===== src/rtl/turn_brake_ctrl_if.sv =====
// Lamp-controller signal bundle: driver requests in, lamp drive and
// indicator state out. The master side belongs to the driver-input decode,
// the slave side to turn_brake_ctrl.
interface turn_brake_ctrl_if;
    logic       brake;
    logic       turn_l;
    logic       turn_r;
    logic       hazard;
    logic       lamp_l;
    logic       lamp_r;
    logic [1:0] mode;
    logic       click;

    modport master (
        output brake, turn_l, turn_r, hazard,
        input  lamp_l, lamp_r, mode, click
    );

    modport slave (
        input  brake, turn_l, turn_r, hazard,
        output lamp_l, lamp_r, mode, click
    );
endinterface


===== src/rtl/turn_brake_ctrl.sv =====
// turn_brake_ctrl: tail-light arbiter between brake, turn and hazard requests.
// A four-state FSM (IDLE/LEFT/RIGHT/HAZARD) selects the blinking side, and a
// 16-bit phase counter produces the BLINK_HALF on/off timing. Lamps, mode and
// click are registered and computed from the next state and next phase, so
// every output takes its new value at the same edge that samples the inputs.
// Optional feature macro: BRAKE_OVERRIDE_EN. When defined, brake holds both
// lamps on during hazard blinking. When undefined, hazard ignores brake.
module turn_brake_ctrl #(
    parameter int BLINK_HALF = 25
) (
    input logic              clk,
    input logic              rst,
    turn_brake_ctrl_if.slave bus
);

    typedef enum logic [1:0] {
        ST_IDLE   = 2'b00,
        ST_LEFT   = 2'b01,
        ST_RIGHT  = 2'b10,
        ST_HAZARD = 2'b11
    } state_t;

    // Last count of a half-period; the counter wraps here and phase toggles.
    localparam logic [15:0] CNT_LAST = 16'(BLINK_HALF - 1);

    state_t      state_r;
    state_t      state_nxt_s;
    logic [15:0] cnt_r;
    logic [15:0] cnt_nxt_s;
    logic        phase_r;
    logic        phase_nxt_s;
    logic        lamp_l_r;
    logic        lamp_r_r;
    logic        click_r;
    logic        lamp_l_s;
    logic        lamp_r_s;
    logic        click_s;

    // State, phase counter and registered outputs; reset clears everything at once.
    always_ff @(posedge clk or posedge rst) begin
        if (rst) begin
            state_r  <= ST_IDLE;
            cnt_r    <= 16'd0;
            phase_r  <= 1'b0;
            lamp_l_r <= 1'b0;
            lamp_r_r <= 1'b0;
            click_r  <= 1'b0;
        end else begin
            state_r  <= state_nxt_s;
            cnt_r    <= cnt_nxt_s;
            phase_r  <= phase_nxt_s;
            lamp_l_r <= lamp_l_s;
            lamp_r_r <= lamp_r_s;
            click_r  <= click_s;
        end
    end

    // Next state from the request priority; both turns together with no hazard is treated as no request.
    always_comb begin
        state_nxt_s = ST_IDLE;
        if (bus.hazard) begin
            state_nxt_s = ST_HAZARD;
        end else if (bus.turn_l && !bus.turn_r) begin
            state_nxt_s = ST_LEFT;
        end else if (bus.turn_r && !bus.turn_l) begin
            state_nxt_s = ST_RIGHT;
        end else begin
            state_nxt_s = ST_IDLE;
        end
    end

    // Next phase/count: idle parks dark, any entry restarts lit, otherwise count out the half-period.
    always_comb begin
        cnt_nxt_s   = 16'd0;
        phase_nxt_s = 1'b0;
        if (state_nxt_s == ST_IDLE) begin
            cnt_nxt_s   = 16'd0;
            phase_nxt_s = 1'b0;
        end else if (state_nxt_s != state_r) begin
            cnt_nxt_s   = 16'd0;
            phase_nxt_s = 1'b1;
        end else if (cnt_r == CNT_LAST) begin
            cnt_nxt_s   = 16'd0;
            phase_nxt_s = ~phase_r;
        end else begin
            cnt_nxt_s   = cnt_r + 16'd1;
            phase_nxt_s = phase_r;
        end
    end

    // Lamp mapping and click from next state/phase; the non-blinking side always follows brake.
    always_comb begin
        lamp_l_s = 1'b0;
        lamp_r_s = 1'b0;
        case (state_nxt_s)
            ST_IDLE: begin
                lamp_l_s = bus.brake;
                lamp_r_s = bus.brake;
            end
            ST_LEFT: begin
                lamp_l_s = phase_nxt_s;
                lamp_r_s = bus.brake;
            end
            ST_RIGHT: begin
                lamp_l_s = bus.brake;
                lamp_r_s = phase_nxt_s;
            end
            ST_HAZARD: begin
`ifdef BRAKE_OVERRIDE_EN
                lamp_l_s = phase_nxt_s | bus.brake;
                lamp_r_s = phase_nxt_s | bus.brake;
`else
                lamp_l_s = phase_nxt_s;
                lamp_r_s = phase_nxt_s;
`endif
            end
            default: begin
                lamp_l_s = 1'b0;
                lamp_r_s = 1'b0;
            end
        endcase
        if (state_nxt_s == ST_IDLE) begin
            click_s = 1'b0;
        end else begin
            click_s = (state_nxt_s != state_r) || (phase_nxt_s && !phase_r);
        end
    end

    assign bus.lamp_l = lamp_l_r;
    assign bus.lamp_r = lamp_r_r;
    assign bus.mode   = state_r;
    assign bus.click  = click_r;

endmodule


===== src/flat_wrapper.sv =====
// flat-port wrapper written by rule: the top's interface ports become plain ports
module turn_brake_ctrl_flat 
#(
    parameter int BLINK_HALF = 25
)
  (clk, rst, bus_brake, bus_turn_l, bus_turn_r, bus_hazard, bus_lamp_l, bus_lamp_r, bus_mode, bus_click);
  turn_brake_ctrl_if bus_i ();
  input logic clk;
  input logic rst;
  input wire logic [$bits(bus_i.brake)-1:0] bus_brake;
  input wire logic [$bits(bus_i.turn_l)-1:0] bus_turn_l;
  input wire logic [$bits(bus_i.turn_r)-1:0] bus_turn_r;
  input wire logic [$bits(bus_i.hazard)-1:0] bus_hazard;
  output wire logic [$bits(bus_i.lamp_l)-1:0] bus_lamp_l;
  output wire logic [$bits(bus_i.lamp_r)-1:0] bus_lamp_r;
  output wire logic [$bits(bus_i.mode)-1:0] bus_mode;
  output wire logic [$bits(bus_i.click)-1:0] bus_click;
  assign bus_i.brake = bus_brake;
  assign bus_i.turn_l = bus_turn_l;
  assign bus_i.turn_r = bus_turn_r;
  assign bus_i.hazard = bus_hazard;
  assign bus_lamp_l = bus_i.lamp_l;
  assign bus_lamp_r = bus_i.lamp_r;
  assign bus_mode = bus_i.mode;
  assign bus_click = bus_i.click;
  turn_brake_ctrl #(.BLINK_HALF(BLINK_HALF)) u_core (.clk(clk), .rst(rst), .bus(bus_i));
endmodule

===== config.mk =====
export PLATFORM = sky130hd
export DESIGN_NAME = turn_brake_ctrl_flat
export DESIGN_NICKNAME = d
export VERILOG_FILES = /design/src/rtl/turn_brake_ctrl_if.sv /design/src/rtl/turn_brake_ctrl.sv /design/src/flat_wrapper.sv
export SDC_FILE = /design/constraint.sdc
export NUM_CORES = 1
export LEC_CHECK = 0
export ABC_AREA = 0
export CORE_AREA = 4 4 51 53
export CTS_CLUSTER_DIAMETER = 60
export CTS_CLUSTER_SIZE = 24
export DETAILED_ROUTE_END_ITERATION = 10
export DIE_AREA = 0 0 55 57
export HOLD_SLACK_MARGIN = 0.06
export PLACE_DENSITY = 0.73
export SLEW_MARGIN = 20
export SYNTH_ARGS = -nofsm -noshare
export SYNTH_HDL_FRONTEND = slang
export SYNTH_SLANG_ARGS = --single-unit

===== constraint.sdc =====
create_clock -name clk -period 2.79 [get_ports clk]
set_clock_uncertainty 0.2 [all_clocks]
set_input_delay 0.558 -clock clk [delete_from_list [all_inputs] [get_ports clk]]
set_output_delay 0.558 -clock clk [all_outputs]
set_load 0.01 [all_outputs]

==> flow_metrics.env, run 1 <==
export IMPL_status="finished clean"
export IMPL_synthCells=111
export IMPL_dp_hpwl_um=1517
export IMPL_route_met2_wl_um=1079
export IMPL_finalSetupTns_ns=0
export IMPL_dieHeight_um=57
export IMPL_synthXorXnorAreaFrac_pct=11.00
export IMPL_antenna_found_initial=0
export IMPL_r2r_cells=4
export IMPL_synth_mux_area_fraction_pct=0
export IMPL_area_delta_synth_final_pct=15.71
export IMPL_switching_share_pct=23.93
export IMPL_cts_max_path_buffers=2
export IMPL_power_density_nw_per_um2=447.1
export IMPL_start_util_pct=51.89
export IMPL_postSynthAreaPerCell_um2=10.04
export IMPL_clock_sinks=22
export IMPL_layout_drive_gt1_share_pct=9.677
export IMPL_wl_met1_um=937
export IMPL_drcViolationCount=0
export IMPL_worstSetupEndpointType="flop"
export IMPL_p_seq_share_pct=57.9
export IMPL_postCtsHoldBufs=0
export IMPL_synthSimpleGateAreaFrac_pct=27.83
export IMPL_cp_start_kind="primary input"
export IMPL_fmax_mhz=461.6
export IMPL_slew_viol_final=0
export IMPL_synth_ff_type="dfrtp_1"
export IMPL_finalHoldViolCount=0
export IMPL_synth_seq_area_share_pct=49.38
export IMPL_h_tree_depth=1
export IMPL_power_switching_mw=0.1381
export IMPL_p_clk_share_pct=30.1
export IMPL_die_area_um2=3135
export IMPL_syn_cell_area_um2=1115
export IMPL_dr_pass1_iters=4
export IMPL_wl_per_cell_um=13.85
export IMPL_cts_tree="yes"
export IMPL_cap_violations=0
export IMPL_met3_length_um=70
export IMPL_cp_max_fo=16
export IMPL_synth_fa_ha_area_share_pct=2.245
export IMPL_io_pins=11
export IMPL_synth_edf_count=0
export IMPL_antenna_left=0
export IMPL_grt_overflow=0
export IMPL_synth_compound_area_share_pct=6.846
export IMPL_finalCritPeriodShare_pct=77.64
export IMPL_cts_buffers=3
export IMPL_worst_pin_slew_ns=0.5858
export IMPL_cts_root_buf="clkbuf_4"
export IMPL_worstPathRequired_ns=2.80
export IMPL_gp_congestion=0.8026
export IMPL_crit_type="primary input to flop"
export IMPL_clk_pin_slew_ns=0.12
export IMPL_final_area_um2=1290
export IMPL_hold_depth=1
export IMPL_min_path_type="flop to flop"
export IMPL_synth_common_cells="22 x dfrtp_1, 18 x nor3_1, 10 x xnor2_1"
export IMPL_synth_distinct_cells=30
export IMPL_via_count=864
export IMPL_synth_area_top_cells="dfrtp_1 49%, nor3_1 8.1%, xnor2_1 7.9%"
export IMPL_grt_pass1_vias=863
export IMPL_synth_warnings=0
export IMPL_gr_usage_all_layers_pct=15.92
export IMPL_p_int_mw=0.4388
export IMPL_synth_most_common_cell="dfrtp_1"
export IMPL_ys_ff_latch=22
export IMPL_slew_headroom_pct=60.95
export IMPL_yosys_area_top_type_share_pct=49.38
export IMPL_dieWidth_um=55
export IMPL_port_buffers=10
export IMPL_grt_start_max_net_pins=23
export IMPL_nNetsFinal=133
export IMPL_cp_arrival_ns=2.18
export IMPL_antenna_cells=0
export IMPL_clk_latency_ns=0.30
export IMPL_grt_setup_unrepaired="false"
export IMPL_synthArstFlopShare_pct=100.0
export IMPL_yosysTopAreaCell="dfrtp_1"
export IMPL_post_cts_buffers=0
export IMPL_drt_iter0_drc=13
export IMPL_ir_drop_mv=0.2928
export IMPL_top_layer="met4"
export IMPL_grt_pass1_wl_um=3726
export IMPL_synthesis_nets=119
export IMPL_final_min_clock_period_ns=2.166
export IMPL_viasPerCell=5.684
export IMPL_std_cell_rows=17
export IMPL_combPwrFrac_pct=12.0
export IMPL_p_leak_nw=0.4974
export IMPL_finalSetupViolCount=0
export IMPL_routed_wl_um=2105
export IMPL_power_total_mw=0.5768
export IMPL_core_um2=2148
export IMPL_ctsResizeCount=0
export IMPL_post_dp_cell_area_um2=1254
export IMPL_synth_top_family_by_area="simple AND/OR/NAND/NOR gates"
-- critical path, cell delays in order --
cell             delay (ns)
clkdlybuf4s50_1        0.53
xor2_1                 0.17
a21oi_1                0.10
o311a_1                0.51
a211oi_1               0.31
-- state kept, by name, summed over array words and instances, names as in the netlist --
signal / flops
u_core.bus.lamp_l: 1
u_core.phase_r: 1
u_core.bus.mode: 2
u_core.bus.click: 1
u_core.bus.lamp_r: 1
u_core.cnt_r: 16
-- logic make-up after synthesis --
family / count (synthesis)
buffers and inverters: 8
and+or+nand+nor: 54
xor gates and xnor gates: 14
adders and majority gates: 2
DFF: 22
AOI/OAI and AO/OA: 11
-- routing by layer --
| layer | global-route usage (%) | vias to the layer above |
|---|---|---|
| met5 | 0 | - |
| met4 | 6.944 | 0 |
| met3 | 2.350 | 2 |
| met2 | 26.18 | 17 |
| met1 | 20.20 | 417 |
| li1 | - | 428 |
-- through the flow --
| step | worst slack [ns] | utilization [%] | hold slack, ns | cells |
|---|---|---|---|---|
| global placement | 0.3808 | 58.36 | 0.2832 | 148 |
| floorplan | 0.8083 | - | 0.2665 | 111 |
| finish | 0.6237 | 60.05 | 0.3039 | 152 |
| CTS | 0.6235 | 60.05 | 0.3042 | 152 |
| detailed placement | 0.2974 | 58.36 | 0.2873 | 148 |
| global route | 0.5286 | 60.05 | 0.3293 | 152 |
-- area by class of cell --
type / count / area, um^2
Tap cell: 28 / 35.03
Clock buffer: 4 / 36.28
Fill cell: 189 / 858.3
Multi-Input combinational cell: 81 / 534.3
Sequential cell: 22 / 550.5
Timing Repair Buffer: 12 / 115.1
Inverter: 5 / 18.77
-- worst paths after layout --
check                                          startpoint                         end  slack [ns]
worst min register to register  u_core.cnt_r[0]$_DFF_PP0_   u_core.cnt_r[0]$_DFF_PP0_        0.30
max in group asynchronous                             rst   u_core.cnt_r[1]$_DFF_PP0_        1.79
worst max-delay path                           bus_turn_l  u_core.cnt_r[13]$_DFF_PP0_        0.62
worst min-delay path            u_core.cnt_r[0]$_DFF_PP0_   u_core.cnt_r[0]$_DFF_PP0_        0.30
worst max register to register  u_core.cnt_r[5]$_DFF_PP0_  u_core.cnt_r[15]$_DFF_PP0_        0.64
min in group asynchronous                             rst  u_core.cnt_r[13]$_DFF_PP0_        0.37
-- power groups by stage --
stage          clock network (mW)  logic, mW  registers [mW]
2_1_floorplan                   0     0.0354           0.343
3_3_place_gp                    0     0.0684           0.340
3_5_place_dp                    0     0.0705           0.340
4_1_cts                     0.179     0.0705           0.334
5_1_grt                     0.197     0.0770           0.336
6_report                    0.173     0.0691           0.334
-- layout by cell type, fill, tap and decap left out, drive strengths merged, types with 3 or more instances in the layout --
master         synthesis  routed
nand2                  4       4
nor2                   5       5
xnor2                 10      10
or2                    3       3
inv                    5       5
a21oi                  3       3
nand3                  6       6
clkbuf                 3       4
dfrtp                 22      22
xor2                   4       4
nor4                   4       4
nor3                  18      18
nand4                  4       4
clkdlybuf4s50          0      10
Note: power is estimated with default switching activity, not from simulation.
==> inputs of run 2 (changes only) <==
==> constraint.sdc (replaced) <==
create_clock -name clk -period 2.2 [get_ports clk]
set_clock_uncertainty 0.2 [all_clocks]
set_input_delay 0.44 -clock clk [delete_from_list [all_inputs] [get_ports clk]]
set_output_delay 0.44 -clock clk [all_outputs]
set_load 0.01 [all_outputs]
==> run 2 against run 1 <==
Sequential share of layout area is 1.9 points lower. Critical path depth fell by 1. Cell count rose by 5.3%. Final area is 4.7% higher. Clock-buffer cell count unchanged. Global-route usage increased by 2.0 points. Die area unchanged. Sequential cell count did not move. Core utilization rose by 2.8 points. Non-clock buffer count rose by 8. First-iteration DRC count grew 54%. Via count is 4.4% higher. Critical path type is now flop to flop. Critical endpoint is now u_core.cnt_r[15]$_DFF_PP0_. Largest power group unchanged.
==> flow_metrics.env, run 2 (synthesis results as in run 1) <==
export IMPL_top_register="u_core.cnt_r"
export IMPL_gr_usage_all_layers_pct=17.91
export IMPL_antenna_found_initial=0
export IMPL_finalSetupTns_ns=0
export IMPL_clock_sinks=22
export IMPL_ctsResizeCount=0
export IMPL_grt_pass1_vias=996
export IMPL_cp_arrival_ns=2.10
export IMPL_cap_violations=0
export IMPL_ir_drop_mv=0.3282
export IMPL_crit_type="flop to flop"
export IMPL_start_util_pct=51.89
export IMPL_wl_per_cell_um=14.39
export IMPL_worstSetupEndpointType="flop"
export IMPL_area_delta_synth_final_pct=21.10
export IMPL_final_setup_worst_slack_ns=0.1492
export IMPL_place_ws_ns=-0.02254
export IMPL_drt_iter0_drc=20
export IMPL_port_buffers=10
export IMPL_cp_max_fo=5
export IMPL_multiInputGateArea_um2=534.3
export IMPL_post_cts_buffers=0
export IMPL_cts_max_path_buffers=2
export IMPL_dieWidth_um=55
export IMPL_cts_tree="yes"
export IMPL_worst_pin_slew_ns=0.3760
export IMPL_dp_cells=156
export IMPL_grt_setup_unrepaired="false"
export IMPL_dp_hpwl_um=1731
export IMPL_cts_root_buf="clkbuf_4"
export IMPL_finalHoldViolCount=0
export IMPL_core_um2=2148
export IMPL_largest_reg_flops=16
export IMPL_worstPathRequired_ns=2.25
export IMPL_io_pins=11
export IMPL_finalSetupViolCount=0
export IMPL_power_total_mw=0.7501
export IMPL_finalCritPeriodShare_pct=93.22
export IMPL_antenna_cells=0
export IMPL_drcViolationCount=0
export IMPL_grt_pass1_wl_um=4160
export IMPL_fmax_mhz=487.6
export IMPL_die_area_um2=3135
export IMPL_whs_ns=0.2404
export IMPL_dieHeight_um=57
export IMPL_h_tree_depth=1
export IMPL_grt_overflow=0
export IMPL_dr_pass1_iters=4
export IMPL_post_dp_cell_area_um2=1314
export IMPL_instances_no_fill=160
export IMPL_min_path_type="primary input to async pin"
export IMPL_final_common_cell="dfrtp_1"
export IMPL_regArea_um2=550.5
export IMPL_nNetsFinal=141
export IMPL_status="finished clean"
export IMPL_p_leak_nw=0.5355
export IMPL_via_count=902
export IMPL_clk_latency_ns=0.32
export IMPL_viasPerCell=5.638
export IMPL_clk_pin_slew_ns=0.13
export IMPL_layout_drive_gt1_share_pct=15.15
export IMPL_cts_buffers=3
export IMPL_final_min_clock_period_ns=2.051
export IMPL_final_area_um2=1350
export IMPL_final_cell_mix="22 x dfrtp_1, 18 x nor3_1, 10 x xnor2_1, 10 x clkdlybuf4s50_1, 10 x buf_4"
export IMPL_std_cell_rows=17
export IMPL_fill_cells=198
export IMPL_slew_headroom_pct=74.70
export IMPL_grt_start_max_net_pins=23
export IMPL_gp_congestion=0.8127
export IMPL_slew_viol_final=0
export IMPL_power_density_nw_per_um2=555.6
export IMPL_cp_start_kind="flop"
export IMPL_routed_wl_um=2303
export IMPL_postCtsHoldBufs=0
export IMPL_antenna_left=0
export IMPL_final_util_pct=62.84
-- run 2: final timing paths --
kind,startpoint,to,slack (ns),depth (start not counted)
min in group clk,u_core.cnt_r[0]$_DFF_PP0_,u_core.cnt_r[0]$_DFF_PP0_,0.32,1
max,u_core.cnt_r[4]$_DFF_PP0_,u_core.cnt_r[15]$_DFF_PP0_,0.15,4
min,rst,u_core.cnt_r[13]$_DFF_PP0_,0.24,3
max in group asynchronous,rst,u_core.cnt_r[0]$_DFF_PP0_,1.33,3
min reg2reg,u_core.cnt_r[0]$_DFF_PP0_,u_core.cnt_r[0]$_DFF_PP0_,0.32,1
max reg2reg,u_core.cnt_r[4]$_DFF_PP0_,u_core.cnt_r[15]$_DFF_PP0_,0.15,4
-- run 2: layout make-up --
| cell class | instances | share of cell area (%) |
|---|---|---|
| Tap cell | 28 | 2.595 |
| Multi-Input combinational cell | 81 | 39.57 |
| Timing Repair Buffer | 20 | 12.98 |
| Clock buffer | 4 | 2.688 |
| Sequential cell | 22 | 40.78 |
| Inverter | 5 | 1.390 |
-- run 2: report_power, final --
group	total, mW	switching (mW)	internal [mW]
combinational	0.0983	0.0498	0.0485
sequential	0.424	0.00841	0.416
clock	0.227	0.126	0.101
total	0.750	0.184	0.566
-- run 2: critical path, cell delays in order, from the launching register on --
cell and delay (ns):
dfrtp_1 0.46, nand2_1 0.14, or4_4 0.59, or3_1 0.39
a211oi_2 0.21
-- run 2: routing by layer --
layer  global-route usage [%]  up-vias  share of wire [%]
met3                    2.350        5                2.5
met4                    7.986        0                2.2
met2                    28.72       11                 48
met5                        0        -                  0
li1                         -      439                  -
met1                    23.58      447                 47
